## config.mk

```make
export PLATFORM = sky130hd
export DESIGN_NAME = cpu_sequencer_flat
export DESIGN_NICKNAME = d
export VERILOG_FILES = /design/src/rtl/cpu_pkg.sv /design/src/rtl/cpu_sequencer_if.sv /design/src/rtl/cpu_sequencer.sv /design/src/flat_wrapper.sv
export SDC_FILE = /design/constraint.sdc
export NUM_CORES = 1
export LEC_CHECK = 0
export ABC_CLOCK_PERIOD_IN_PS = 3000
export BUFFER_PORTS_ARGS = -buffer_cell sky130_fd_sc_hd__buf_2
export CAP_MARGIN = 25
export CORE_MARGIN = 2
export CORE_UTILIZATION = 55
export DETAILED_ROUTE_END_ITERATION = 12
export PLACE_DENSITY = 0.83
export SLEW_MARGIN = 20
export SYNTH_ARGS = -nofsm -noshare
export SYNTH_HDL_FRONTEND = slang
export SYNTH_SLANG_ARGS = --single-unit
```

## constraint.sdc

```tcl
create_clock -name clk -period 3 [get_ports clk]
set_input_delay 0.3 -clock clk [delete_from_list [all_inputs] [get_ports clk]]
set_output_delay 0.3 -clock clk [all_outputs]
set_load 0.05 [all_outputs]
```

## src/rtl/cpu_pkg.sv

```systemverilog
// Shared encodings for the softcore CPU: sequencer states and opcode classes.
package cpu_pkg;

  typedef enum logic [2:0] {
    S_IDLE,
    S_FETCH,
    S_DECODE,
    S_EXEC,
    S_MEM,
    S_WB
  } state_e;

  typedef enum logic [2:0] {
    C_ALU,
    C_LB,
    C_SB,
    C_JMPADR,
    C_JMPI,
    C_BR
  } op_class_e;

  // LB/SB/JMPADR are identified by the top four opcode bits; the lsb is a variant.
  localparam logic [3:0] OP_LB      = 4'b1001;
  localparam logic [3:0] OP_SB      = 4'b1010;
  localparam logic [3:0] OP_JMPADR  = 4'b1011;
  localparam logic [4:0] OP_JMPI    = 5'b11000;
  localparam logic [4:0] OP_BR_BASE = 5'b11001;

  function automatic op_class_e op_class(input logic [4:0] op);
    op_class_e cls;
    if (op[4:1] == OP_LB)          cls = C_LB;
    else if (op[4:1] == OP_SB)     cls = C_SB;
    else if (op[4:1] == OP_JMPADR) cls = C_JMPADR;
    else if (op == OP_JMPI)        cls = C_JMPI;
    else if (op >= OP_BR_BASE)     cls = C_BR;
    else                           cls = C_ALU;
    return cls;
  endfunction

endpackage

```

## src/rtl/cpu_sequencer_if.sv

```systemverilog
// Single-port memory handshake shared between instruction fetch and lb/sb access.
interface cpu_sequencer_if #(
  parameter int DATA_W = 8
);
  logic              mem_req;
  logic              mem_we;
  logic              mem_addr_sel;
  logic [DATA_W-1:0] mem_rdata;
  logic              mem_ack;

  modport master (
    output mem_req,
    output mem_we,
    output mem_addr_sel,
    input  mem_rdata,
    input  mem_ack
  );

  modport slave (
    input  mem_req,
    input  mem_we,
    input  mem_addr_sel,
    output mem_rdata,
    output mem_ack
  );
endinterface

```

## src/rtl/cpu_sequencer.sv

```systemverilog
// Multi-cycle instruction sequencer: owns IR, steps FETCH/DECODE/EXEC/MEM/WB,
// arbitrates the memory port and emits one-cycle commit strobes.
module cpu_sequencer
  import cpu_pkg::*;
#(
  parameter int DATA_W   = 8,
  parameter int RETIRE_W = 16
) (
  input  logic                clk,
  input  logic                rst_n,
  input  logic                run,
  input  logic                branch_taken,
  cpu_sequencer_if.master     mem,
  output logic [DATA_W-1:0]   ir,
  output logic                rf_commit,
  output logic                pc_inc,
  output logic                pc_load,
  output logic                busy,
  output logic [RETIRE_W-1:0] retire_cnt
);

  state_e              state_q, state_d;
  logic [DATA_W-1:0]   ir_q, ir_d;
  logic                br_q, br_d;
  logic [RETIRE_W-1:0] retire_q, retire_d;
  logic                mem_req_q, mem_req_d;
  logic                mem_we_q, mem_we_d;
  logic                mem_addr_sel_q, mem_addr_sel_d;
  logic                rf_commit_q, rf_commit_d;
  logic                pc_inc_q, pc_inc_d;
  logic                pc_load_q, pc_load_d;
  logic                busy_q, busy_d;
  op_class_e           cls_d;

  // Next state plus next-cycle outputs; outputs are precomputed from the
  // next state so every output leaves a flop and nothing combinational
  // reaches a port from mem_ack or branch_taken.
  always_comb begin
    state_d  = state_q;
    ir_d     = ir_q;
    br_d     = br_q;
    retire_d = retire_q;

    unique case (state_q)
      S_IDLE:   if (run) state_d = S_FETCH;
      S_FETCH: begin
        if (mem.mem_ack) begin
          ir_d    = mem.mem_rdata;
          state_d = S_DECODE;
        end
      end
      S_DECODE: state_d = S_EXEC;
      S_EXEC: begin
        br_d    = branch_taken;
        state_d = (op_class(ir_q[DATA_W-1 -: 5]) inside {C_LB, C_SB}) ? S_MEM : S_WB;
      end
      S_MEM:    if (mem.mem_ack) state_d = S_WB;
      S_WB:     state_d = run ? S_FETCH : S_IDLE;
      default:  state_d = S_IDLE;
    endcase

    if (state_d == S_WB) retire_d = retire_q + RETIRE_W'(1);

    cls_d          = op_class(ir_d[DATA_W-1 -: 5]);
    mem_req_d      = (state_d == S_FETCH) || (state_d == S_MEM);
    mem_addr_sel_d = (state_d == S_MEM);
    mem_we_d       = (state_d == S_MEM) && (cls_d == C_SB);
    busy_d         = (state_d != S_IDLE);
    pc_load_d      = (state_d == S_WB) &&
                     ((cls_d == C_JMPADR) || (cls_d == C_JMPI) || ((cls_d == C_BR) && br_d));
    pc_inc_d       = (state_d == S_WB) && !pc_load_d;
    rf_commit_d    = (state_d == S_WB) &&
                     !(cls_d inside {C_SB, C_JMPADR, C_JMPI, C_BR});
  end

  // Sequencer state, IR, branch flag, retire counter and registered outputs.
  always_ff @(posedge clk or negedge rst_n) begin
    if (!rst_n) begin
      state_q        <= S_IDLE;
      ir_q           <= '0;
      br_q           <= 1'b0;
      retire_q       <= '0;
      mem_req_q      <= 1'b0;
      mem_we_q       <= 1'b0;
      mem_addr_sel_q <= 1'b0;
      rf_commit_q    <= 1'b0;
      pc_inc_q       <= 1'b0;
      pc_load_q      <= 1'b0;
      busy_q         <= 1'b0;
    end else begin
      state_q        <= state_d;
      ir_q           <= ir_d;
      br_q           <= br_d;
      retire_q       <= retire_d;
      mem_req_q      <= mem_req_d;
      mem_we_q       <= mem_we_d;
      mem_addr_sel_q <= mem_addr_sel_d;
      rf_commit_q    <= rf_commit_d;
      pc_inc_q       <= pc_inc_d;
      pc_load_q      <= pc_load_d;
      busy_q         <= busy_d;
    end
  end

  assign mem.mem_req      = mem_req_q;
  assign mem.mem_we       = mem_we_q;
  assign mem.mem_addr_sel = mem_addr_sel_q;
  assign ir               = ir_q;
  assign rf_commit        = rf_commit_q;
  assign pc_inc           = pc_inc_q;
  assign pc_load          = pc_load_q;
  assign busy             = busy_q;
  assign retire_cnt       = retire_q;

endmodule

```

## src/flat_wrapper.sv

```systemverilog
// flat-port wrapper written by rule: the top's interface ports become plain ports
module cpu_sequencer_flat import cpu_pkg::*;
#(
  parameter int DATA_W   = 8,
  parameter int RETIRE_W = 16
)
  (clk, rst_n, run, branch_taken, ir, rf_commit, pc_inc, pc_load, busy, retire_cnt, mem_mem_req, mem_mem_we, mem_mem_addr_sel, mem_mem_rdata, mem_mem_ack);
  cpu_sequencer_if #(.DATA_W(DATA_W)) mem_i ();
  input  logic clk;
  input  logic rst_n;
  input  logic run;
  input  logic branch_taken;
  output logic [DATA_W-1:0] ir;
  output logic rf_commit;
  output logic pc_inc;
  output logic pc_load;
  output logic busy;
  output logic [RETIRE_W-1:0] retire_cnt;
  output wire logic [$bits(mem_i.mem_req)-1:0] mem_mem_req;
  output wire logic [$bits(mem_i.mem_we)-1:0] mem_mem_we;
  output wire logic [$bits(mem_i.mem_addr_sel)-1:0] mem_mem_addr_sel;
  input wire logic [$bits(mem_i.mem_rdata)-1:0] mem_mem_rdata;
  input wire logic [$bits(mem_i.mem_ack)-1:0] mem_mem_ack;
  assign mem_mem_req = mem_i.mem_req;
  assign mem_mem_we = mem_i.mem_we;
  assign mem_mem_addr_sel = mem_i.mem_addr_sel;
  assign mem_i.mem_rdata = mem_mem_rdata;
  assign mem_i.mem_ack = mem_mem_ack;
  cpu_sequencer #(.DATA_W(DATA_W), .RETIRE_W(RETIRE_W)) u_core (.clk(clk), .rst_n(rst_n), .run(run), .branch_taken(branch_taken), .mem(mem_i), .ir(ir), .rf_commit(rf_commit), .pc_inc(pc_inc), .pc_load(pc_load), .busy(busy), .retire_cnt(retire_cnt));
endmodule
```

==> flow_summary.json <==
{
  "outcome": "finished, violations left",
  "violations": "design-rule violations",
  "die_w_um": 59.0,
  "power.leakage_nw": 0.944,
  "tritoncts.num_buffers": 5,
  "rows": 19,
  "final_max_slew_viol_count": 0,
  "ctsRootBufferMaster": "sky130_fd_sc_hd__clkbuf_4",
  "post-route-period-util_pct": 62.0,
  "viasPerCell": 5.57,
  "crit_type": "register to register",
  "comb_power_share_pct": 52.3,
  "timing.final.crit_period_ns": 1.86,
  "maxClockFrequency_mhz": 538,
  "setup_violations": 0,
  "synth.ff_latch_count": 35,
  "r2r_end": "u_core.rf_commit$_DFF_PN0_",
  "vdd_drop_max_mv": 0.603,
  "worst-endpoint-required_ns": 3.26,
  "path_cells": "and4bb_1, mux2_2, nor2_1, nor2_1, nor2_1",
  "synth_top_cell_by_area": "sky130_fd_sc_hd__dfrtp_1",
  "setup_total_negative_slack_ns": 0,
  "layout_commonest_cell": "sky130_fd_sc_hd__buf_2",
  "dieArea_mm2": 0.00348,
  "synth_async_sr_flop_share_pct": 100,
  "clock_latency_ns": 0.33,
  "area_growth_syn_to_layout_pct": 15.1,
  "layout-drive-gt1-share_pct": 37.4,
  "clk_path_buf_depth": 2,
  "synth_sequential_area_ratio_pct": 52.7,
  "io-pin-count": 44,
  "timing.max_slew.rel_slack_pct": 51.1,
  "post-dp-hpwl_um": 2360,
  "h-tree-depth": 2,
  "hold-worst-slack_ns": 0.0229,
  "mappedNetlistNets": 152,
  "pwr_density_cell_mw_per_mm2": 1100,
  "ys_warn_count": 0,
  "hold_path_class": "input pin to async pin",
  "core_area_mm2": 0.00281,
  "critical-path-top-cell-by-count": "sky130_fd_sc_hd__nor2_1",
  "antenna_cells": 0,
  "post_synthesis_adder_cell_area_fraction_pct": 0.753,
  "timing.critical_path.to_type": "register",
  "timing.rr.start": "u_core.state_q[1]$_DFF_PN0_",
  "power.sequential.fraction_pct": 37.0,
  "worst-endpoint-arrival_ns": 2.12,
  "totalWireLength_um": 3120,
  "clk_transition_reported_paths_ns": 0.10,
  "layout.filler_cells": 221,
  "cp_max_fo": 10,
  "worst_pin_slew_ns": 0.733,
  "post_cts.repair.setup_buffers": 0,
  "power.share.clock_pct": 10.7,
  "synth_simple_gate_area_share_pct": 15.3,
  "layout.cells.most_common_list": "sky130_fd_sc_hd__buf_2 (43), sky130_fd_sc_hd__dfrtp_1 (35), sky130_fd_sc_hd__xnor2_1 (14), sky130_fd_sc_hd__nor2_1 (11)",
  "timing.critical_path.slowest_cell_delay_ns": 0.64,
  "drt_pass1_iterations": 8,
  "ys_types": 40,
  "power_mw": 2.10,
  "clk_skew_ns": 0.00907,
  "worstRegToRegCells": 5,
  "final_net_count": 197,
  "utilization_pct": 68.2,
  "vias": 1187,
  "grt_pass1_vias": 1160,
  "numClockSinks": 35,
  "initial_utilization_pct": 59.2,
  "io_buffers": 43,
  "synth-compound-area-share_pct": 9.64,
  "netSwitchingFraction_pct": 50.1,
  "total_of_hold_buffers_inserted_after_clock_tree_synthesis": 0,
  "remaining_overflow_grt": 0,
  "synth_xor_xnor_area_share_pct": 8.96,
  "crit_path_start": "u_core.state_q[1]$_DFF_PN0_",
  "synth_cells": 138,
  "ys_dominant_reg_cell": "sky130_fd_sc_hd__dfrtp_1",
  "drc_errors": 2,
  "net-switching-power_mw": 1.05,
  "routedWlPerCell_um": 14.6,
  "drv_cap": 0,
  "groute.usage.overall_pct": 20.8,
  "synth-edff-count": 0,
  "mappedNetlistArea_mm2": 0.00166,
  "count_of_nets_left_with_antenna_violations_after_detail_routing": 0,
  "die_h_um": 59.0,
  "maximum_number_of_pins_on_one_net_before_global_route_repair": 36,
  "final_hold_fails": 0,
  "rrSetupSlack_ns": 1.14,
  "synth_area_per_cell_um2": 12.0,
  "detailedRoute.firstIterationViolations": 32,
  "power.internal_mw": 1.05,
  "dominant_combinational_cell_family_by_area_after_synthesis": "simple AND/OR/NAND/NOR gates",
  "biggest_area_contributors_in_the_synthesized_netlist": "sky130_fd_sc_hd__dfrtp_1 (53%), sky130_fd_sc_hd__xnor2_1 (7.4%), sky130_fd_sc_hd__mux2_2 (3.4%)",
  "rsz0062_at_grt": "false",
  "tritoncts": "done",
  "first_pass_grt_wire_length_um": 5270,
  "slowest_stage": "sky130_fd_sc_hd__and4bb_1",
  "start_kind": "register",
  "synthDominantCellAreaShare_pct": 52.7,
  "initial_antenna_violation_count": 0,
  "cts-resized-gates": 0,
  "synth.mux.area_fraction_pct": 7.91,
  "place.gp.congestion": 0.852
}
## worst max-delay path, delay by kind of cell (launching register included)
family | cells | cell delay [ns]
muxes | 1 | 0.42
and+or+nand+nor | 4 | 0.87
DFF | 1 | 0.51
## synth_stat cells, types with 2 or more instances
cell type,instances
sky130_fd_sc_hd__nand2_1,8
sky130_fd_sc_hd__o21ai_0,2
sky130_fd_sc_hd__inv_1,8
sky130_fd_sc_hd__and3_1,3
sky130_fd_sc_hd__nand3_1,5
sky130_fd_sc_hd__nor2_1,11
sky130_fd_sc_hd__buf_6,3
sky130_fd_sc_hd__xor2_1,3
sky130_fd_sc_hd__or3_1,3
sky130_fd_sc_hd__dfrtp_1,35
sky130_fd_sc_hd__buf_4,2
sky130_fd_sc_hd__mux2i_1,3
sky130_fd_sc_hd__mux2_2,5
sky130_fd_sc_hd__nand4_1,3
sky130_fd_sc_hd__xnor2_1,14
sky130_fd_sc_hd__a31oi_1,2
sky130_fd_sc_hd__a21oi_1,3
sky130_fd_sc_hd__mux2_4,3
## power groups by stage
| stage | clock network (mW) | logic (mW) | registers [mW] |
|---|---|---|---|
| floorplan | 0 | 0.544 | 1.15 |
| global route | 0.254 | 1.17 | 0.803 |
| detailed placement | 0 | 1.10 | 0.788 |
| global placement | 0 | 1.08 | 0.772 |
| CTS | 0.230 | 1.11 | 0.779 |
| finish | 0.225 | 1.10 | 0.779 |
## layer usage
| layer | up-vias | global-route usage [%] | share of wire (%) |
|---|---|---|---|
| li1 | 558 | - | - |
| met1 | 573 | 26.9 | 44 |
| met2 | 48 | 33.0 | 48 |
| met3 | 8 | 4.62 | 5.9 |
| met4 | 0 | 10.7 | 1.8 |
| met5 | - | 0 | 0 |
## worst max path at each step
| stage | to | depth (start not counted) |
|---|---|---|
| 3_3_place_gp | u_core.mem.mem_we$_DFF_PN0_ | 4 |
| 3_5_place_dp | u_core.rf_commit$_DFF_PN0_ | 5 |
| 4_1_cts | u_core.rf_commit$_DFF_PN0_ | 5 |
| 6_report | u_core.rf_commit$_DFF_PN0_ | 5 |
| 2_1_floorplan | u_core.retire_cnt[15]$_DFFE_PN0N_ | 5 |
| 5_1_grt | u_core.rf_commit$_DFF_PN0_ | 5 |
## kinds of logic after synthesis
logic type,after synthesis
fa+ha+maj,1
flops,35
compound gates,18
mux,11
simple gates,43
buf+inv,13
xor+xnor,17
## per-stage QoR
stage                     cells  setup WS [ns]  cell area [um2]
after floorplan             138           1.20             1660
after CTS                   213           1.16             1910
after detailed placement    207           1.18             1870
after global placement      207           1.24             1870
after global routing        213           1.02             1910
final                       213           1.14             1910
## flip-flops by register name, indices dropped and copies added (netlist names)
| signal | flops |
|---|---|
| u_core.br_q | 1 |
| u_core.busy | 1 |
| u_core.ir | 8 |
| u_core.mem.mem_addr_sel | 1 |
| u_core.mem.mem_req | 1 |
| u_core.mem.mem_we | 1 |
| u_core.pc_inc | 1 |
| u_core.pc_load | 1 |
| u_core.retire_cnt | 16 |
| u_core.rf_commit | 1 |
| u_core.state_q | 3 |
## layout make-up
type / instances / area (um2) / share of cell area (%)
multi-input combinational: 90 / 707 / 37.0
timing repair buffer: 43 / 215 / 11.3
inverter: 8 / 30.0 / 1.57
tap: 31 / 38.8 / 2.03
clock inverter: 1 / 7.51 / 0.393
clock buffer: 5 / 37.5 / 1.96
sequential: 35 / 876 / 45.8
Note: power is estimated with default switching activity, not from simulation.
